==> src/rtl/ifu_fetch.sv <==
// ifu_fetch: instruction fetch unit that issues PC requests under a credit rule and buffers in-order responses for decode.
module ifu_fetch #(
    parameter logic [31:0] RESET_PC        = 32'h0000_3000,
    parameter int          FIFO_DEPTH      = 2,
    parameter int          MAX_OUTSTANDING = 2
) (
    input  logic        clk,
    input  logic        reset,
    input  logic        redirect,
    input  logic [31:0] redirect_pc,
    output logic        imem_req,
    output logic [31:0] imem_addr,
    input  logic        imem_gnt,
    input  logic        imem_rvalid,
    input  logic [31:0] imem_rdata,
    output logic        out_valid,
    input  logic        out_ready,
    output logic [31:0] out_pc,
    output logic [31:0] out_instr
);
    localparam logic [3:0] FD = 4'(FIFO_DEPTH);
    localparam logic [2:0] MO = 3'(MAX_OUTSTANDING);
    localparam logic [2:0] FL = 3'(FIFO_DEPTH - 1);
    localparam logic [1:0] TL = 2'(MAX_OUTSTANDING - 1);

    logic [31:0] fetch_pc_q, fetch_pc_d;
    logic [2:0]  outstanding_q, outstanding_d;
    logic [2:0]  discard_q, discard_d;
    logic [31:0] tag_q [4];
    logic [31:0] tag_d [4];
    logic [1:0]  tag_wr_q, tag_wr_d, tag_rd_q, tag_rd_d;
    logic [31:0] fifo_pc_q [8];
    logic [31:0] fifo_pc_d [8];
    logic [31:0] fifo_instr_q [8];
    logic [31:0] fifo_instr_d [8];
    logic [2:0]  wr_q, wr_d, rd_q, rd_d;
    logic [3:0]  cnt_q, cnt_d;
    logic        grant, acc, push, pop;
    logic        unused_pc_lsbs;

    assign unused_pc_lsbs = ^redirect_pc[1:0];
    assign imem_req  = !reset && !redirect && outstanding_q < MO && 4'(outstanding_q) + cnt_q < FD;
    assign imem_addr = fetch_pc_q;
    assign out_valid = cnt_q != 4'd0 && !redirect && !reset;
    assign out_pc    = out_valid ? fifo_pc_q[rd_q] : 32'd0;
    assign out_instr = out_valid ? fifo_instr_q[rd_q] : 32'd0;

    // next-state: PC advance/redirect, credit counters, tag queue and instruction buffer
    always_comb begin
        grant         = imem_req && imem_gnt;
        acc           = imem_rvalid && outstanding_q != 3'd0;
        push          = acc && discard_q == 3'd0 && !redirect;
        pop           = out_valid && out_ready;
        fetch_pc_d    = redirect ? {redirect_pc[31:2], 2'b00} : grant ? fetch_pc_q + 32'd4 : fetch_pc_q;
        outstanding_d = outstanding_q + 3'(grant) - 3'(acc);
        discard_d     = redirect ? outstanding_q - 3'(acc) : (acc && discard_q != 3'd0) ? discard_q - 3'd1 : discard_q;
        tag_d         = tag_q;
        if (grant) tag_d[tag_wr_q] = fetch_pc_q;
        tag_wr_d      = grant ? (tag_wr_q == TL ? 2'd0 : tag_wr_q + 2'd1) : tag_wr_q;
        tag_rd_d      = acc ? (tag_rd_q == TL ? 2'd0 : tag_rd_q + 2'd1) : tag_rd_q;
        fifo_pc_d     = fifo_pc_q;
        fifo_instr_d  = fifo_instr_q;
        if (push) fifo_pc_d[wr_q] = tag_q[tag_rd_q];
        if (push) fifo_instr_d[wr_q] = imem_rdata;
        wr_d          = redirect ? 3'd0 : push ? (wr_q == FL ? 3'd0 : wr_q + 3'd1) : wr_q;
        rd_d          = redirect ? 3'd0 : pop ? (rd_q == FL ? 3'd0 : rd_q + 3'd1) : rd_q;
        cnt_d         = redirect ? 4'd0 : cnt_q + 4'(push) - 4'(pop);
    end

    // control state with synchronous reset
    always_ff @(posedge clk) begin
        if (reset) begin
            fetch_pc_q    <= RESET_PC;
            outstanding_q <= 3'd0;
            discard_q     <= 3'd0;
            tag_wr_q      <= 2'd0;
            tag_rd_q      <= 2'd0;
            wr_q          <= 3'd0;
            rd_q          <= 3'd0;
            cnt_q         <= 4'd0;
        end else begin
            fetch_pc_q    <= fetch_pc_d;
            outstanding_q <= outstanding_d;
            discard_q     <= discard_d;
            tag_wr_q      <= tag_wr_d;
            tag_rd_q      <= tag_rd_d;
            wr_q          <= wr_d;
            rd_q          <= rd_d;
            cnt_q         <= cnt_d;
        end
    end

    // storage arrays need no reset; emptiness is tracked by the counters
    always_ff @(posedge clk) begin
        tag_q        <= tag_d;
        fifo_pc_q    <= fifo_pc_d;
        fifo_instr_q <= fifo_instr_d;
    end
endmodule

==> config.mk <==
export PLATFORM = sky130hd
export DESIGN_NAME = ifu_fetch
export DESIGN_NICKNAME = d
export VERILOG_FILES = /design/src/rtl/ifu_fetch.sv
export SDC_FILE = /design/constraint.sdc
export NUM_CORES = 1
export LEC_CHECK = 0
export CORE_UTILIZATION = 59
export DETAILED_ROUTE_END_ITERATION = 8
export MAX_ROUTING_LAYER = met4
export PLACE_DENSITY = 0.8
export SLEW_MARGIN = 20
export SYNTH_ARGS = -nofsm -noshare
export SYNTH_HDL_FRONTEND = slang
export SYNTH_SLANG_ARGS = --single-unit
==> constraint.sdc <==
create_clock -name clk -period 7.6 [get_ports clk]
set_input_delay 1.52 -clock clk [delete_from_list [all_inputs] [get_ports clk]]
set_output_delay 1.52 -clock clk [all_outputs]
set_load 0.005 [all_outputs]
# --- Yosys cells after proc, flatten, opt, wreduce, memory -nomap -nowiden ---
# Cells that the tools add are included.
classes:
  n_addsub: 12
  order_cmp: 8
  n_eq_ne: 4
  n_mux: 26
  n_bitwise: 4
  reduce_logical: 22
op_table:
  columns: ["operator", "n"]
  rows:
  - ["bitwise mux 256 bit", 2]
  - ["two-way mux 32 bit", 12]
  - ["binary-select mux 32 bit (select 3 bit)", 2]
  - ["bitwise mux 128 bit", 1]
  - ["demux 32 bit (select 3 bit)", 1]
  - ["binary-select mux 32 bit (select 2 bit)", 1]
  - ["demux 32 bit (select 2 bit)", 1]
  - ["adder 32 x 3 -> 32 bit, second input constant", 1]
  - ["logical AND 1 bit", 13]
  - ["two-way mux 3 bit", 4]
  - [">= comparator 4 bit, second input constant", 2]
  - ["inverter 3 -> 4 bit", 2]
  - ["adder 3 x 1 -> 3 bit, second input constant", 2]
  - ["== test 3 x 1 -> 1 bit, second input constant", 2]
  - [">= comparator 3 bit, second input constant", 2]
  - ["inverter 2 -> 3 bit", 2]
  - ["nonzero test 3 bit", 2]
  - ["subtractor 3 x 1 -> 3 bit", 2]
  - ["adder 2 x 1 -> 2 bit, second input constant", 2]
  - ["adder 3 x 4 -> 4 bit", 1]
  - ["adder 4 x 1 -> 4 bit", 1]
  - ["== test 2 x 1 -> 1 bit, second input constant", 2]
  - ["< comparator 4 x 1 -> 1 bit, second input constant", 1]
  - ["< comparator 4 x 2 -> 1 bit, second input constant", 1]
  - ["other kinds (11)", 14]
word_totals:
  register_bits: 692
  inputBits: 70
  out_inout_bits: 98
  wordCells: 105

# --- Longest topological paths before layout ---
# Gate-level depths: netlist of run 1.
logic_depth:
  ltp_word: 7
  depth_mapped: 15
  mapped_depth_nobuf: 13

# --- Worst setup path after synthesis of run 1 ---
# No wires, ideal clock.
synth_path:
  path_type: "input -> register"
  start: "input redirect"
  end: "register fifo_instr_q[224] in the netlist's numbering, enable pin"
  setup_time_ns: 0.559
  arrival_time_ns: 6.412
  required_time_ns: 7.041
  slack_ns: 0.630
  stages: 4
  n_path_buf: 1
  cell_sequence: "buf_2 nor3_1 nand2b_1 nor3_1"
synth_between:
  elab_chain_len: 2
synth_rtl:
  columns: ["element", "line_no", "source"]
  rows:
  - ["start, declared", "9", "input logic redirect,"]
  - ["logical NOT 1 bit", "52", "push = acc && discard_q == 3'd0 && !redirect;"]
  - ["logical AND 1 bit", "52", null]
  - ["end signal, assigned", "97", "fifo_instr_q <= fifo_instr_d;"]
  - ["end, declared", "34", "logic [31:0] fifo_instr_q [8];"]
# Every way passes these cells.
# A chain may end at the register's enable or synchronous reset.

# --- Worst setup path in the final report of run 1 ---
layout_path:
  start: "input reset"
  end: "output out_valid"
layout_between:
  elab_chain_len: 2
layout_rtl:
  columns: ["element", "line_no", "source"]
  rows:
  - ["start, declared", "8", "input logic reset,"]
  - ["logical NOT 1 bit", "44", "assign out_valid = cnt_q != 4'd0 && !redirect && !reset;"]
  - ["logical AND 1 bit", "44", null]
  - ["end, declared", "16", "output logic out_valid,"]
# Every way passes these cells.

==> results.md, run 1 <==
- Skew final: 14.5 ps
- Slew Limit Fails: 0
- Post-route setup slack: 2230 ps
- RSZ-0062 raised after global routing: false
- Crit path kind: in -> out
- Sequential cell area fraction in the yosys report: 0.748
- Final period util: 0.707
- Synth-to-layout area growth: 16.2%
- Row cnt: 76
- Nets: 1591
- Total die area: 45000 µm²
- Yosys reg bits: 666
- Setup violators final: 0
- Crit-path max cell delay: 550 ps
- Residual DRC: 0
- Most frequent cells in the layout: edfxtp_1, clkdlybuf4s50_1, mux4_2, nor2_1, mux2i_1
- Worst setup EP type: output pin
- Design Power: 7.76 mW
- Post-Syn Area: 26100 µm²
- Arr. time, crit path: 3850 ps
- Mapped Avg Cell Area: 19.7 µm²
- DR iter-0 viols: 1210
- Ratio of cells with drive above 1 in the final layout: 0.186
- Hold Fails Final Rpt: 0
- CTS buffer count: 61
- Clock transition at path regs: 60 ps
- Sink Count: 666
- CP max FO: 63
- Leakage Power: 9.20 nW
- Hold Path Class: reg -> reg
- Initial Util: 0.601
- # IOs: 168
- Slew margin rel.: 0.285
- Die width: 212 µm
- Antenna Nets Post-Route: 0
- # fillers: 2685
- Clk root buf: clkbuf_16
- CTS tree: yes
- Post_cts resized: 0
- Crit-path leading delay family: buffers and inverters
- H-tree depth: 2
- Maximum VDD drop: 179 µV
- Syn Inst Count: 1320
- Vias in the first global route: 13500
- FFs w/ async S/R, synth: 0
- Worst skew pair latency: 600 ps
- Critical Path Start Type: primary input
- Vias per cell: 6.17
- Tightest Pin Transition: 1070 ps
- Status: complete, no violations
- Hold-fix buffers, CTS: 0
- RD Place Congestion: 0.818
- Synthesis Warnings: 0
- Total Routing Usage GR: 0.251
- Pre-CTS setup slack: 2160 ps
- Top FF cell, synth: edfxtp_1
- Setup_tns: 0 ps
- CORE AREA: 43400 µm²
- Power density cells: 256 nW/µm²
- Drt pass-1 iters: 5
- Global-route wire length before repair: 80600 µm
- Total number of vias: 13200
- Crit path cell chain: clkdlybuf4s50_1 -> buf_4 -> nor2_4 -> nand2_2 -> buf_4 -> inv_1 -> clkdlybuf4s50_1
- Largest net degree at the start of global routing: 64
- Port Buffers: 161
- Most common cell after layout, fill and taps aside: edfxtp_1
- Max-cap viol count: 0
- Final wirelength: 53500 µm
- Minimum clock period: 5370 ps
- Die Height: 212 µm
- Max Fclk: 186 MHz
- Required @ worst endpoint: 6080 ps
- Post-synth EDFFs: 616
- Initial antenna violation count: 0
- Routed len/inst: 25.1 µm
- Postcts setup bufs: 0
- HPWL Detailed: 29300 µm
- Ant diodes: 0
- Distinct cells, synth: 63
- Final hold slack: 483 ps
- CTS Buffer Depth: 3
- Buf/Inv on CP: 5
- CP max-delay cell: clkdlybuf4s50_1
- Total global routing overflow: 0
## synthesized netlist by cell type (all sizes together) (2+ instances only)
master | number | area, µm²
fa | 3 | 60.1
nand4 | 13 | 81.3
nand3 | 19 | 100
a221o | 3 | 30.0
nor2b | 2 | 12.5
inv | 24 | 90.1
nand2 | 42 | 158
mux2i | 69 | 691
o21ai | 6 | 30.0
mux4 | 154 | 3470
and3 | 6 | 37.5
and4 | 3 | 26.3
or2b | 2 | 15.0
a211oi | 3 | 22.5
buf | 31 | 150
o311ai | 10 | 87.6
or2 | 4 | 25.0
ha | 15 | 188
or4 | 11 | 86.3
o21a | 4 | 30.0
o31a | 2 | 17.5
xor2 | 4 | 35.0
a31oi | 10 | 62.6
o211ai | 6 | 45.0
edfxtp | 616 | 18500
nor2 | 94 | 360
or3 | 4 | 25.0
dfxtp | 50 | 1000
xnor2 | 9 | 78.8
clkbuf | 39 | 148
nor3 | 13 | 65.1
nand2b | 4 | 25.0
a21o | 2 | 15.0
o22ai | 2 | 12.5
and2 | 7 | 43.8
a21oi | 15 | 75.1
## per-stage QoR
step | instances | utilization | area (µm²)
global route | 2136 | 0.698 | 30300
floorplan | 1323 | - | 26100
CTS | 2136 | 0.698 | 30300
global placement | 2025 | 0.655 | 28400
finish | 2136 | 0.698 | 30300
detailed placement | 2025 | 0.655 | 28400
## final cells by class
| type | count | area, µm² | share of cell area |
|---|---|---|---|
| repair buffers | 187 | 1820 | 0.0601 |
| multi-input cells | 562 | 6240 | 0.206 |
| clock inverters | 41 | 322 | 0.0106 |
| well taps | 585 | 732 | 0.0242 |
| flip-flops and latches | 666 | 19500 | 0.644 |
| inverters | 25 | 93.8 | 0.00310 |
| clock buffers | 70 | 1560 | 0.0515 |
## logic make-up (layout without fill, tap and decap cells)
kind of cell / Yosys count / in the layout / share of synthesized area
flops: 666 / 666 / 0.748
simple gates: 228 / 228 / 0.0420
mux: 224 / 224 / 0.160
buf+inv: 95 / 323 / 0.0150
compound gates: 75 / 75 / 0.0206
fa+ha+maj: 18 / 18 / 0.00951
xor+xnor: 13 / 13 / 0.00437
other cells: 1 / 4 / 0.000144
## state kept, by name (all words and copies together), names as in the netlist
register and count:
fifo_instr_q 256, fifo_pc_q 240, tag_q 120, imem_addr 30, cnt_q 4, discard_q 3, outstanding_q 3, rd_q 3
wr_q 3, tag_rd_q 2, tag_wr_q 2
## worst register-to-register path, delay by kind of cell, from the launching register on
kind	cells	cell delay, ps
adders and majority gates	4	1470
and+or+nand+nor	3	470
DFF	1	430
buffers and inverters	5	850
xor gates and xnor gates	1	160
AOI/OAI and AO/OA	1	120
## final timing paths
path	cells past startpoint	start	slack, ps	endpoint
worst max-delay path	7	reset	2230	out_valid
worst min-delay path	2	wr_q[0]	480	wr_q[0]
worst max register to register	14	outstanding_q[1]	3990	outstanding_q[2]
worst min register to register	2	wr_q[0]	480	wr_q[0]
## power breakdown
part | switching [mW] | internal, mW
clock network | 1.27 | 1.63
logic | 0.323 | 0.263
registers | 0.0865 | 4.18
## routing by layer
layer	track usage	part of all wire	vias to the layer above
li1	-	-	5733
met2	0.417	0.51	584
met5	-	0	-
met1	0.331	0.40	6778
met4	0.0645	0.020	0
met3	0.0363	0.067	79
Power figures use the tool's default switching activity.
==> inputs of run 2 (changes only) <==
Clock period 7.6 ns to 5.55 ns, I/O delays scaled along.
==> run 2 against run 1 <==
  * Non-clock buffer count increased by 8
  * Global-route usage increased by 0.62 points
  * Critical path depth decreased by 1
  * Total power increased by 41%
  * Sequential share of layout area decreased by 0.64 points
  * Routed wire length increased by 0.77%
  * Via count increased by 1.5%
  * Sequential power increased by 37%
  * First-iteration DRC count decreased by 1.2%
  * Cell count increased by 0.66%
  * Largest cell class unchanged
==> results.md, run 2 (synthesis gave the netlist of run 1 again) <==
- Clk pwr share: 0.391
- Hold-fix buffers, CTS: 0
- Power density cells: 357 nW/µm²
- Status: complete, no violations
- Slew margin rel.: 0.410
- Antenna Nets Post-Route: 0
- Final wirelength: 53900 µm
- Crit-path max cell delay: 620 ps
- Maximum VDD drop: 238 µV
- Buf/Inv on CP: 4
- Pre-CTS setup slack: 1190 ps
- Arr. time, crit path: 3260 ps
- Crit path kind: in -> out
- Max Fclk: 229 MHz
- RSZ-0062 raised after global routing: false
- H-tree depth: 3
- Switching power share of the total: 0.217
- Die Height: 212 µm
- Post-route setup slack: 1180 ps
- Post-Layout Inst Area: 30600 µm²
- Combinational share of power: 0.075
- Drt pass-1 iters: 5
- Setup violators final: 0
- Initial Util: 0.601
- Port Buffers: 161
- Post-DP Area: 28500 µm²
- Die width: 212 µm
- Critical Path Start Type: primary input
- Largest regs: fifo_instr_q: 256 flops, fifo_pc_q: 240 flops, tag_q: 120 flops
- Total Routing Usage GR: 0.258
- Most frequent cells in the layout: edfxtp_1, clkdlybuf4s50_1, mux4_2, nor2_1, clkbuf_16
- Sequential power share: 0.535
- Top reg by flops: fifo_instr_q
- Row cnt: 76
- CORE AREA: 43400 µm²
- Ratio of cells with drive above 1 in the final layout: 0.195
- Final period util: 0.788
- Largest net degree at the start of global routing: 64
- Max FFs per register: 256
- Global-route wire length before repair: 82300 µm
- Minimum clock period: 4370 ps
- P_int: 8.55 mW
- Post_cts resized: 0
- Most common cell after layout, fill and taps aside: edfxtp_1
- Vias in the first global route: 13900
- Crit path cell chain: clkdlybuf4s50_1 -> nor2_4 -> nand2_2 -> buf_4 -> inv_1 -> clkdlybuf4s50_1
- CTS buffer count: 66
- Required @ worst endpoint: 4440 ps
- # IOs: 168
- DR iter-0 viols: 1195
- Total global routing overflow: 0
- CP max-delay cell: buf_4
- Total number of vias: 13400
- CTS Buffer Depth: 3
- CTS tree: yes
- Leakage Power: 9.36 nW
- Residual DRC: 0
- Worst skew pair latency: 580 ps
- Hold Fails Final Rpt: 0
- Ant diodes: 0
- Total die area: 45000 µm²
- Skew final: 18.1 ps
- Clock transition at path regs: 60 ps
- Worst setup EP type: output pin
- Postcts setup bufs: 0
- Sink Count: 666
- Slew Limit Fails: 0
- Vias per cell: 6.22
- Crit-path leading delay family: buffers and inverters
- Nets: 1604
- CP max FO: 63
- HPWL Detailed: 29600 µm
- RD Place Congestion: 0.827
- Hold Path Class: reg -> reg
- Design Power: 10.9 mW
- Max-cap viol count: 0
- Initial antenna violation count: 0
- Synth-to-layout area growth: 17.4%
- Tightest Pin Transition: 884 ps
- Sw Pwr: 2.37 mW
- Routed len/inst: 25.1 µm
- Most used cell, CP: clkdlybuf4s50_1
- Clk root buf: clkbuf_16
-- run 2: cell type report --
class                           count  area, µm²
Multi-Input combinational cell    562       6250
Fill cell                        2610      12800
Sequential cell                   666      19500
Tap cell                          585        732
Clock buffer                       78       1800
Timing Repair Buffer              195       1940
Inverter                           25       93.8
Clock inverter                     39        256
-- run 2: worst reg2reg max path: stages, from the launching register on --
cell,delay (ps)
dfxtp_1,460
inv_1,140
fa_1,460
and2_0,170
and4_1,210
o21a_1,100
buf_4,220
inv_2,520
ha_1,350
inv_1,60
ha_1,130
inv_1,50
fa_1,400
xnor2_1,160
nor2_1,50
-- run 2: path summary, 6_finish.rpt --
kind	startpoint	depth (start not counted)	end	slack, ps
worst max-delay path	reset	6	out_valid	1180
worst min-delay path	wr_q[0]	2	wr_q[0]	530
worst max register to register	cnt_q[1]	14	outstanding_q[2]	1960
worst min register to register	wr_q[0]	2	wr_q[0]	530
-- run 2: metrics by stage --
stage	hold WS (ps)	utilization	instances	TNS [ps]
2_1_floorplan	458	-	1323	-187900
3_3_place_gp	473	0.658	2033	0
3_5_place_dp	486	0.658	2033	0
4_1_cts	506	0.705	2150	0
5_1_grt	569	0.705	2150	0
6_report	530	0.705	2150	0
-- run 2: metal layers --
metal,wire [µm],up-vias,global-route usage
met5,0,-,-
met4,1530,0,0.0945
met3,3820,118,0.0421
met2,27400,617,0.417
met1,21200,6862,0.333
li1,-,5770,-
-- run 2: power by group through the flow --
stage	Clock, mW	Combinational (mW)	Sequential [mW]
3_5_place_dp	0	0.813	5.94
2_1_floorplan	0	0.523	5.90
3_3_place_gp	0	0.781	5.92
5_1_grt	4.53	0.891	5.85
6_report	4.26	0.818	5.84
4_1_cts	4.33	0.826	5.83
==> inputs of run 3 (changes only) <==
Settings changed: CORE_UTILIZATION 59 to 53, PLACE_DENSITY 0.8 to 0.75.
Clock period 5.55 ns to 3.95 ns, I/O delays scaled along.
==> run 3 against run 2 <==
  * Worst setup slack lost 880 ps
  * Worst hold slack lost 40 ps
  * Clock power grew 52%
  * Critical path depth is the same
  * Largest power group unchanged
  * First-iteration DRC count shrank 6.4%
  * Global-route usage shrank 4.0 points
  * Sequential share of layout area shrank 1.1 points
==> results.md, run 3 (synthesis gave the netlist of run 1 again) <==
- Setup violators final: 0
- Critical Path Start Type: primary input
- Sequential power share: 0.519
- Most used cell, CP: clkdlybuf4s50_1
- Worst skew pair latency: 600 ps
- Sw Pwr: 3.37 mW
- Max Fclk: 274 MHz
- Global-route wire length before repair: 79500 µm
- RD Place Congestion: 0.820
- Top reg by flops: fifo_instr_q
- CP max FO: 62
- # fillers: 3168
- Crit path kind: in -> out
- Total Routing Usage GR: 0.218
- Slew margin rel.: 0.448
- CTS tree: yes
- Nets: 1612
- Fin util: 0.647
- Crit path cell chain: clkdlybuf4s50_1 -> nor2_4 -> nand2_2 -> buf_12 -> nor2_1 -> clkdlybuf4s50_1
- RSZ-0062 raised after global routing: false
- Arr. time, crit path: 2870 ps
- Max-cap viol count: 0
- DR iter-0 viols: 1118
- CTS buffer count: 67
- Most common cell after layout, fill and taps aside: edfxtp_1
- Switching power share of the total: 0.213
- Total number of vias: 13100
- Synth-to-layout area growth: 19.5%
- Post_cts resized: 0
- Largest net degree at the start of global routing: 65
- Power density cells: 508 nW/µm²
- Clk root buf: clkbuf_16
- Clk pwr share: 0.409
- Tightest Pin Transition: 827 ps
- Die Height: 224 µm
- H-tree depth: 3
- Ratio of cells with drive above 1 in the final layout: 0.202
- Vias in the first global route: 13700
- Crit-path leading delay family: buffers and inverters
- Buf/Inv on CP: 3
- Die width: 224 µm
- Hold Path Class: reg -> reg
- CORE AREA: 48100 µm²
- CTS Buffer Depth: 3
- Total die area: 50100 µm²
- Routed len/inst: 22.9 µm
- Initial Util: 0.541
- Hold-fix buffers, CTS: 0
- Final wirelength: 51200 µm
- Postcts setup bufs: 0
- Post-Layout Inst Area: 31100 µm²
- Initial antenna violation count: 0
- Total global routing overflow: 0
- Non-filler cells, final: 2235
- CP max-delay cell: clkdlybuf4s50_1
- Crit-path max cell delay: 640 ps
- Final period util: 0.926
- Port Buffers: 161
- Required @ worst endpoint: 3160 ps
- Post-DP Area: 28900 µm²
- Setup_tns: 0 ps
- Slew Limit Fails: 0
- Residual DRC: 0
- Register area: 19500 µm²
- Reg2Reg Setup Slack: 880 ps
- Number of instances in the placed design: 2111
- Minimum clock period: 3660 ps
- Largest regs: fifo_instr_q: 256 flops, fifo_pc_q: 240 flops, tag_q: 120 flops
- Worst setup EP type: output pin
- Antenna Nets Post-Route: 0
- HPWL Detailed: 29400 µm
- P_int: 12.5 mW
- Max FFs per register: 256
- Vias per cell: 5.88
- Leakage Power: 9.52 nW
- Skew final: 29.4 ps
- Most frequent cells in the layout: edfxtp_1, clkdlybuf4s50_1, mux4_2, nor2_1
- Area of the multi-input gates: 6280 µm²
- Combinational share of power: 0.072
- # IOs: 168
- Status: complete, no violations
- Sink Count: 666
- Drt pass-1 iters: 5
- Hold Fails Final Rpt: 0
- Row cnt: 80
- Maximum VDD drop: 323 µV
- Clock transition at path regs: 60 ps
==> run 3: final timing paths <==
| path | startpoint | to | cells past startpoint |
|---|---|---|---|
| max | redirect | out_instr[0] | 6 |
| min | wr_q[0] | wr_q[0] | 2 |
| min reg2reg | wr_q[0] | wr_q[0] | 2 |
| max reg2reg | outstanding_q[1] | tag_q[39] | 9 |
==> run 3: layer usage <==
| metal | vias to the layer above | routed length, µm | track usage |
|---|---|---|---|
| met2 | 466 | 25300 | 0.348 |
| met3 | 69 | 2690 | 0.0328 |
| met4 | 0 | 1010 | 0.0665 |
| li1 | 5806 | - | - |
| met1 | 6803 | 22200 | 0.293 |
| met5 | - | 0 | - |
==> run 3: tightest hold or removal path, cell delays in order (launching register included) <==
cell and delay, ps:
dfxtp_1 330, nand2_1 60, a21oi_1 50
==> run 3: power by group through the flow <==
stage                     clock [mW]  sequential [mW]  combinational (mW)
after floorplan                    0             8.28               0.737
after global placement             0             8.35                1.10
after detailed placement           0             8.36                1.15
after CTS                       6.59             8.22                1.16
after global routing            6.84             8.24                1.25
final                           6.47             8.21                1.14
==> run 3: stage by stage <==
step           total power [mW]  setup WS [ps]  hold WS (ps)
2_1_floorplan              9.02           -635           458
3_3_place_gp               9.45            422           472
3_5_place_dp               9.51            353           472
4_1_cts                    16.0            219           493
5_1_grt                    16.3            163           534
6_report                   15.8            294           490
==> run 3: layout make-up <==
class	count	share of cell area
Antenna cell	1	0.0000804
Clock buffer	79	0.0570
Clock inverter	44	0.0158
Inverter	25	0.00301
Multi-Input combinational cell	562	0.202
Sequential cell	666	0.627
Tap cell	656	0.0264
Timing Repair Buffer	202	0.0693
